**config.mk**
```make
export PLATFORM = sky130hd
export DESIGN_NAME = scard_tx_retry
export DESIGN_NICKNAME = d
export VERILOG_FILES = /design/src/rtl/scard_tx_retry.sv
export SDC_FILE = /design/constraint.sdc
export NUM_CORES = 1
export LEC_CHECK = 0
export CAP_MARGIN = 15
export CORE_ASPECT_RATIO = 1.2
export CORE_MARGIN = 10
export CORE_UTILIZATION = 60
export DETAILED_ROUTE_END_ITERATION = 6
export DONT_BUFFER_PORTS = 1
export PLACE_DENSITY_LB_ADDON = 0.1
export SYNTH_ARGS = -nofsm -noshare
export SYNTH_HDL_FRONTEND = slang
export SYNTH_SLANG_ARGS = --single-unit
```
**constraint.sdc**
```tcl
create_clock -name clk -period 10.7 [get_ports clk]
set_input_delay 2.675 -clock clk [delete_from_list [all_inputs] [get_ports clk]]
set_output_delay 2.675 -clock clk [all_outputs]
set_load 0.1 [all_outputs]
```
**src/rtl/scard_tx_retry.sv**
```systemverilog
// scard_tx_retry: ISO 7816-3 character transmitter for the smartcard I/O line.
// Sends start, data, parity and guard time on an open-drain line, samples the
// T=0 error signal after each character and retransmits up to MAX_RETRY times.
module scard_tx_retry #(
    parameter int DATA_BITS   = 8,
    parameter int ETU_WIDTH   = 16,
    parameter int GUARD_WIDTH = 8,
    parameter int MAX_RETRY   = 3,
    parameter int SYNC_STAGES = 2
) (
    input  logic                   clk,
    input  logic                   rst,
    input  logic [ETU_WIDTH-1:0]   etu_div,
    input  logic [GUARD_WIDTH-1:0] guard_etu,
    input  logic                   parity_odd,
    input  logic                   inverse_conv,
    input  logic                   retry_en,
    input  logic                   tx_start,
    input  logic [DATA_BITS-1:0]   tx_data,
    output logic                   tx_busy,
    output logic                   tx_done,
    output logic                   tx_err,
    output logic [3:0]             retry_count,
    output logic                   io_oe,
    input  logic                   io_in
);

    localparam int IDX_W  = $clog2(DATA_BITS);
    localparam int SUB_W0 = (GUARD_WIDTH > IDX_W) ? GUARD_WIDTH : IDX_W;
    // Sub-counter holds the data bit index, guard ETUs, the 8-ETU stuck-line
    // timeout and the 2-ETU backoff, so it needs at least 3 bits.
    localparam int SUB_W  = (SUB_W0 > 3) ? SUB_W0 : 3;

    typedef enum logic [3:0] {
        IDLE, START, DATA, PARITY, GUARD0, CHECK, GUARD_EXT, ERRWAIT, BACKOFF
    } state_t;

    state_t                 state_q, state_d;
    logic [ETU_WIDTH-1:0]   etu_cnt_q, etu_cnt_d;
    logic [SUB_W-1:0]       sub_q, sub_d;
    logic [3:0]             retry_q, retry_d;
    logic                   io_oe_q, io_oe_d;
    logic [ETU_WIDTH-1:0]   etu_len_q;
    logic [GUARD_WIDTH-1:0] guard_q;
    logic [DATA_BITS-1:0]   word_q, word_in;
    logic                   par_q, inv_q, retry_en_q;
    logic [SYNC_STAGES-1:0] sync_q;
    logic                   io_sync, tick, load, done_c, err_c;

    assign io_sync = sync_q[SYNC_STAGES-1];
    assign tick    = (etu_cnt_q == etu_len_q - ETU_WIDTH'(1));

    // Reorder the character into transmission order so DATA always walks bit 0 upward.
    always_comb begin
        word_in = tx_data;
        if (inverse_conv) begin
            for (int i = 0; i < DATA_BITS; i++) begin
                word_in[i] = tx_data[DATA_BITS-1-i];
            end
        end
    end

    // Frame sequencing: ETU timing, bit/guard counting, error sampling and retry.
    always_comb begin
        // NOTE: every signal written here gets a default first, so no path leaves one unassigned and infers a latch.
        state_d   = state_q;
        etu_cnt_d = tick ? '0 : etu_cnt_q + ETU_WIDTH'(1);
        sub_d     = sub_q;
        retry_d   = retry_q;
        load      = 1'b0;
        done_c    = 1'b0;
        err_c     = 1'b0;
        case (state_q)
            IDLE: begin
                etu_cnt_d = '0;
                if (tx_start) begin
                    load    = 1'b1;
                    state_d = START;
                    sub_d   = '0;
                    retry_d = '0;
                end
            end
            START: if (tick) begin
                state_d = DATA;
                sub_d   = '0;
            end
            DATA: if (tick) begin
                if (sub_q == SUB_W'(DATA_BITS - 1)) state_d = PARITY;
                else                                sub_d   = sub_q + SUB_W'(1);
            end
            PARITY: if (tick) state_d = GUARD0;
            GUARD0: if (tick) state_d = CHECK;
            CHECK: begin
                // The error signal is sampled once, on the first cycle of CHECK.
                if (retry_en_q && (etu_cnt_q == '0) && !io_sync) begin
                    state_d   = ERRWAIT;
                    etu_cnt_d = '0;
                    sub_d     = '0;
                end else if (tick) begin
                    sub_d = '0;
                    if (guard_q == '0) begin
                        state_d = IDLE;
                        done_c  = 1'b1;
                    end else begin
                        state_d = GUARD_EXT;
                    end
                end
            end
            GUARD_EXT: if (tick) begin
                if (sub_q == SUB_W'(guard_q) - SUB_W'(1)) begin
                    state_d = IDLE;
                    done_c  = 1'b1;
                end else begin
                    sub_d = sub_q + SUB_W'(1);
                end
            end
            ERRWAIT: begin
                if (io_sync) begin
                    // The cycle that sees the line high is the first backoff cycle,
                    // so the next start bit lands exactly 2 ETUs after it.
                    state_d   = BACKOFF;
                    etu_cnt_d = ETU_WIDTH'(1);
                    sub_d     = '0;
                end else if (tick) begin
                    if (sub_q == SUB_W'(7)) begin
                        state_d = IDLE;
                        err_c   = 1'b1;
                    end else begin
                        sub_d = sub_q + SUB_W'(1);
                    end
                end
            end
            BACKOFF: if (tick) begin
                if (sub_q == '0) begin
                    sub_d = SUB_W'(1);
                end else if (retry_q < 4'(MAX_RETRY)) begin
                    retry_d = retry_q + 4'd1;
                    state_d = START;
                end else begin
                    state_d = IDLE;
                    err_c   = 1'b1;
                end
            end
            default: state_d = IDLE;
        endcase
    end

    // Line drive for the state about to be entered, so io_oe comes straight from a flop.
    always_comb begin
        case (state_d)
            START:   io_oe_d = 1'b1;
            DATA:    io_oe_d = word_q[sub_d[IDX_W-1:0]] ^ ~inv_q;
            PARITY:  io_oe_d = par_q ^ ~inv_q;
            default: io_oe_d = 1'b0;
        endcase
    end

    // State, timing counters and the registered line driver.
    always_ff @(posedge clk or posedge rst) begin
        // NOTE: sequential state uses non-blocking assignments so every flop samples pre-edge values.
        if (rst) begin
            state_q   <= IDLE;
            etu_cnt_q <= '0;
            sub_q     <= '0;
            retry_q   <= '0;
            io_oe_q   <= 1'b0;
        end else begin
            state_q   <= state_d;
            etu_cnt_q <= etu_cnt_d;
            sub_q     <= sub_d;
            retry_q   <= retry_d;
            io_oe_q   <= io_oe_d;
        end
    end

    // Character and controls captured at accept; held for all retransmissions.
    always_ff @(posedge clk or posedge rst) begin
        if (rst) begin
            etu_len_q  <= ETU_WIDTH'(4);
            guard_q    <= '0;
            word_q     <= '0;
            par_q      <= 1'b0;
            inv_q      <= 1'b0;
            retry_en_q <= 1'b0;
        end else if (load) begin
            etu_len_q  <= (etu_div < ETU_WIDTH'(4)) ? ETU_WIDTH'(4) : etu_div;
            guard_q    <= guard_etu;
            word_q     <= word_in;
            par_q      <= (^tx_data) ^ parity_odd;
            inv_q      <= inverse_conv;
            retry_en_q <= retry_en;
        end
    end

    // Synchroniser for the asynchronous pad input; resets to the released (high) level.
    always_ff @(posedge clk or posedge rst) begin
        if (rst) sync_q <= '1;
        else     sync_q <= {sync_q[SYNC_STAGES-2:0], io_in};
    end

    assign tx_busy     = (state_q != IDLE);
    assign tx_done     = done_c;
    assign tx_err      = err_c;
    assign retry_count = retry_q;
    assign io_oe       = io_oe_q;

endmodule

```
== Yosys cells after proc, flatten, opt, wreduce, memory -nomap -nowiden ==
Index checks and enable logic that the tools add are counted.
Widths: inputs -> output; s select.
Word-level totals
  input port bits: 39
  output and inout bits: 8
  register bits: 70
  word-level logic and storage cells: 117
Cells by class
  multiplexer cells: 58
  magnitude comparators: 3
  reduce and logical (&&, ||, !) cells: 13
  bitwise gates (word level): 4
  $add $sub $neg: 5
  equality and inequality tests: 21
Operators with widths (number)
  $mux 8: 11
  $mux 4: 19
  $mux 16: 4
  $pmux 8 s7: 1
  $pmux 16 s3: 1
  $pmux 4 s9: 1
  $add 16x1->16 const B: 1
  $eq 16x16->1: 1
  $eq 4x2->1 const B: 4
  $eq 4x3->1 const B: 4
  $logic_not 16->1: 1
  $logic_not 8->1: 2
  $lt 16x3->1 const B: 1
  $sub 16x1->16 const B: 1
  $mux 1: 15
  $ne 2x2->1 const B: 7
  $add 8x1->8 const B: 1
  $eq 4x1->1 const B: 2
  $eq 8x3->1 const B: 1
  $eq 8x8->1: 1
  $pmux 4 s2: 1
  $reduce_xor 8->1: 1
  $sub 8x1->8 const B: 1
  $reduce_bool 7->1: 1
  other kinds (17): 21

== Longest topological paths before layout ==
  depth in word-level cells: 9
  gate-level depth with buffers: 15

== Worst setup path before layout ==
No wires, ideal clock.
  path type: register -> output
  start: register etu_len_q[0]
  end: output tx_done
  arrival: 3.944 ns
  required time: 8.025 ns
  setup slack: 4.081 ns
  stages on the path, launching flop included: 11
  path through: dfrtp_1 -> inv_1 -> ha_1 -> or4b_4 -> buf_6 -> nor4_4 -> mux2i_1 -> mux2i_1 -> o22a_4 -> or3b_4 -> a21oi_1
On the way
  cells in the longest elaborated chain, start to end: 5
  elaborated cells on any way between the ends: 6
  those cells by class: 1 x add/sub; 1 x eq/ne; 4 x mux
Ends and longest elaborated chain
  start: declaration: RTL line 43  | logic [ETU_WIDTH-1:0] etu_len_q;
  start signal: assignment: RTL line 186  | etu_len_q <= (etu_div < ETU_WIDTH'(4)) ? ETU_WIDTH'(4) : etu_div;
  $sub 16x1->16 (*): RTL line 51  | assign tick = (etu_cnt_q == etu_len_q - ETU_WIDTH'(1));
  $eq 16x16->1 (*): RTL line 51
  $mux 1: RTL line 99  | end else if (tick) begin
  $mux 1: RTL line 95  | if (retry_en_q && (etu_cnt_q == '0) && !io_sync) begin
  $pmux 1 s2 (*): RTL line 73  | case (state_q)
  end: declaration: RTL line 21  | output logic tx_done,
Mark *: on every way between the ends. The rest lies on a longest branch, timed or not.

== Final worst setup path ==
Ends and elaborated chain as after synthesis.

==> impl_metrics.json <==
{
  "fin_setup_tns_ns": 0,
  "crit_type": "flop to output port",
  "clockPowerShare": 0.431,
  "synth_flop_cell": "dfrtp_1",
  "placed_cell_area_mm2": 0.00479,
  "area_delta_synth_final_pct": 4.84,
  "slew_viol_final": 0,
  "antenna-diode-count": 0,
  "start_util": 0.617,
  "grt_max_degree": 71,
  "status": "complete, no violations",
  "rsz0062_at_grt": "false",
  "synth-seq-cells": 70,
  "worst_slack_ns": 4.21,
  "die_width_um": 101,
  "synth_cell_types": 72,
  "fmax_mhz": 154,
  "setup_viol": 0,
  "routed_wl_um": 11000,
  "max_slew_margin": 0.203,
  "coreArea_mm2": 0.00771,
  "grt_pass1_vias": 3880,
  "viasPerCell": 6.32,
  "antenna_found_initial": 0,
  "fin_nets": 556,
  "fillers": 652,
  "grt_overflow": 0,
  "crit_path_frequent_cell": "mux2i_1",
  "power_switching_mw": 0.112,
  "hpwl_um": 8430,
  "drive_gt1_frac": 0.140,
  "seqPwrFrac": 0.541,
  "gp_congestion": 0.918,
  "synth-edff-count": 0,
  "slowest_stage": "a21oi_2",
  "p_per_area_mw_per_mm2": 98.4,
  "grt_pass1_wl_um": 18300,
  "ctsRootBufferMaster": "clkbuf_8",
  "startpoint_type": "flop",
  "pin_count": 47,
  "post-place-ws_ns": 4.58,
  "path_cells": "inv_1 -> ha_1 -> or4b_4 -> nor4_4 -> mux2i_1 -> mux2i_1 -> o22a_4 -> or3b_4 -> a21oi_2",
  "via_count": 3828,
  "fin_total_pwr_mw": 0.491,
  "synth_area_per_cell_um2": 9.17,
  "syn-num-nets": 566,
  "cp_max_fo": 9,
  "cts_tree": "built",
  "cts_sinks": 70,
  "worstPathRequired_ns": 8.03,
  "fin_skew_ns": 0.00635,
  "drc": 0,
  "cts_setup_buffers": 0,
  "slowest_delay_ns": 0.88,
  "crit_path_end_kind": "output port",
  "die_h_um": 118,
  "clockBufferDepth": 2,
  "period_minus_slack_ns": 6.49,
  "final_cell_area_mm2": 0.00499,
  "synthArstFlopShare": 1.00,
  "clk_latency_ns": 0.35,
  "cts-buffers-inserted": 9,
  "power_leakage_nw": 2.22,
  "peakVddDrop_mv": 0.0738,
  "path_clk_slew_ns": 0.08,
  "track_usage": 0.185,
  "critical_path.top_delay_family": "simple AND/OR/NAND/NOR gates",
  "worst_slew_pin_slew_ns": 1.20,
  "crit_arrival_ns": 3.81,
  "min_path_type": "flop to flop",
  "drtIter0Drc": 208,
  "p_comb_frac": 0.028,
  "yosysSeqAreaShare": 0.369,
  "swShare": 0.229,
  "io_buffers": 0,
  "critPathBufInv": 1,
  "cts-htree-levels": 3,
  "wl_per_cell_um": 18.1,
  "p_int_mw": 0.379,
  "hold_buffers": 0,
  "synthesis.area_mm2": 0.00476,
  "yosys_warnings": 0,
  "finalHoldViolations": 0,
  "rows": 35,
  "dieArea_mm2": 0.0119,
  "synth_cells": 519,
  "finalCritPeriodShare": 0.606,
  "firstDrtPassIters": 4,
  "cap_violations": 0,
  "post_cts_resized": 0,
  "ant_nets": 0
}
==> worst reg2reg max path, stage by stage (launching register included) <==
cell,delay [ns]
dfrtp_1,0.58
nor4_1,0.61
inv_1,0.60
o211ai_1,0.56
or3_1,0.22
o21a_1,0.13
o41ai_2,0.11
and3_1,0.20
a211o_1,0.29
a221oi_2,0.28
a211oi_1,0.09
a311oi_2,0.25
==> through the flow <==
| step | util | hold slack, ns | cells |
|---|---|---|---|
| detailed placement | 0.621 | 0.348 | 590 |
| finish | 0.647 | 0.362 | 606 |
| global route | 0.647 | 0.365 | 606 |
| CTS | 0.647 | 0.363 | 606 |
| global placement | 0.621 | 0.346 | 590 |
| floorplan | - | 0.345 | 519 |
==> power groups by stage <==
stage | logic, mW | registers [mW] | clock network, mW
after detailed placement | 0.0144 | 0.271 | 0
after floorplan | 0.0121 | 0.271 | 0
final | 0.0138 | 0.266 | 0.212
after global placement | 0.0141 | 0.271 | 0
after global routing | 0.0162 | 0.266 | 0.231
after CTS | 0.0144 | 0.265 | 0.220
==> worst paths after layout <==
check,start,endpoint,slack [ns],depth (start not counted)
max in group asynchronous,rst,word_q[5],7.67,2
min,sync_q[0],sync_q[1],0.36,0
min reg2reg,sync_q[0],sync_q[1],0.36,0
min in group asynchronous,rst,etu_len_q[13],2.47,2
max reg2reg,state_q[1],io_oe,6.69,11
max,etu_len_q[0],tx_done,4.21,9
==> layout by cell type, fill, tap and decap left out, types with 5 or more instances in the layout <==
cell	instances
nor4_1	10
a31oi_1	5
ha_1	8
or4_1	6
xnor2_1	29
mux2i_1	13
dfrtp_1	67
clkbuf_8	9
a21oi_1	17
xor2_1	20
or3_1	6
nand2b_1	6
nor3_1	14
nand3_1	19
and3_1	13
nand2_1	42
inv_1	21
o31ai_1	5
o21ai_0	26
nor2b_1	5
a211o_1	5
nor2_1	47
mux2_2	24
==> final cells by class <==
cell class / count / area, um2 / share of cell area
clock buffers: 9 / 124 / 0.0248
inverters: 23 / 87.6 / 0.0176
multi-input cells: 404 / 2820 / 0.566
well taps: 92 / 115 / 0.0231
repair buffers: 1 / 7.51 / 0.00151
clock inverters: 7 / 75.1 / 0.0151
flip-flops and latches: 70 / 1760 / 0.352
==> state kept, by name (all words and copies together), names as in the netlist <==
signal and count:
state_q 4, sub_q 8, guard_q 8, io_oe 1, retry_en_q 1, etu_len_q 16, retry_count 4, par_q 1
inv_q 1, etu_cnt_q 16, word_q 8, sync_q 2
==> cells in the mapped netlist (6+ instances only) <==
cell type	n	area, um2
ha_1	8	100
nor2_1	47	176
or4_1	6	45.0
and3_1	13	81.3
xor2_1	20	175
or3_1	6	37.5
nor4_1	10	62.6
nand2b_1	6	37.5
dfrtp_1	67	1680
nor3_1	14	70.1
mux2i_1	13	130
clkbuf_1	17	63.8
a21oi_1	18	90.1
inv_1	22	82.6
o21ai_0	26	130
mux2_2	24	270
nand3_1	19	95.1
xnor2_1	29	254
nand2_1	43	161
==> kinds of logic (layout without fill, tap and decap cells) <==
group,count (synthesis),in the layout,share of synthesized area
AND/OR/NAND/NOR,206,206,0.241
AO/OA/AOI/OAI,104,104,0.155
flip-flops,70,70,0.369
XOR/XNOR,49,49,0.0902
buffers and inverters,45,40,0.0389
multiplexers,37,37,0.0842
adder cells (fa/ha/maj),8,8,0.0210
==> metal layers <==
metal  routed length (um)  global-route usage
met5                    0                   0
met4                  432               0.100
met3                  556              0.0487
met2                 5770               0.321
met1                 4230               0.196
(Power assumes the default switching activity.)
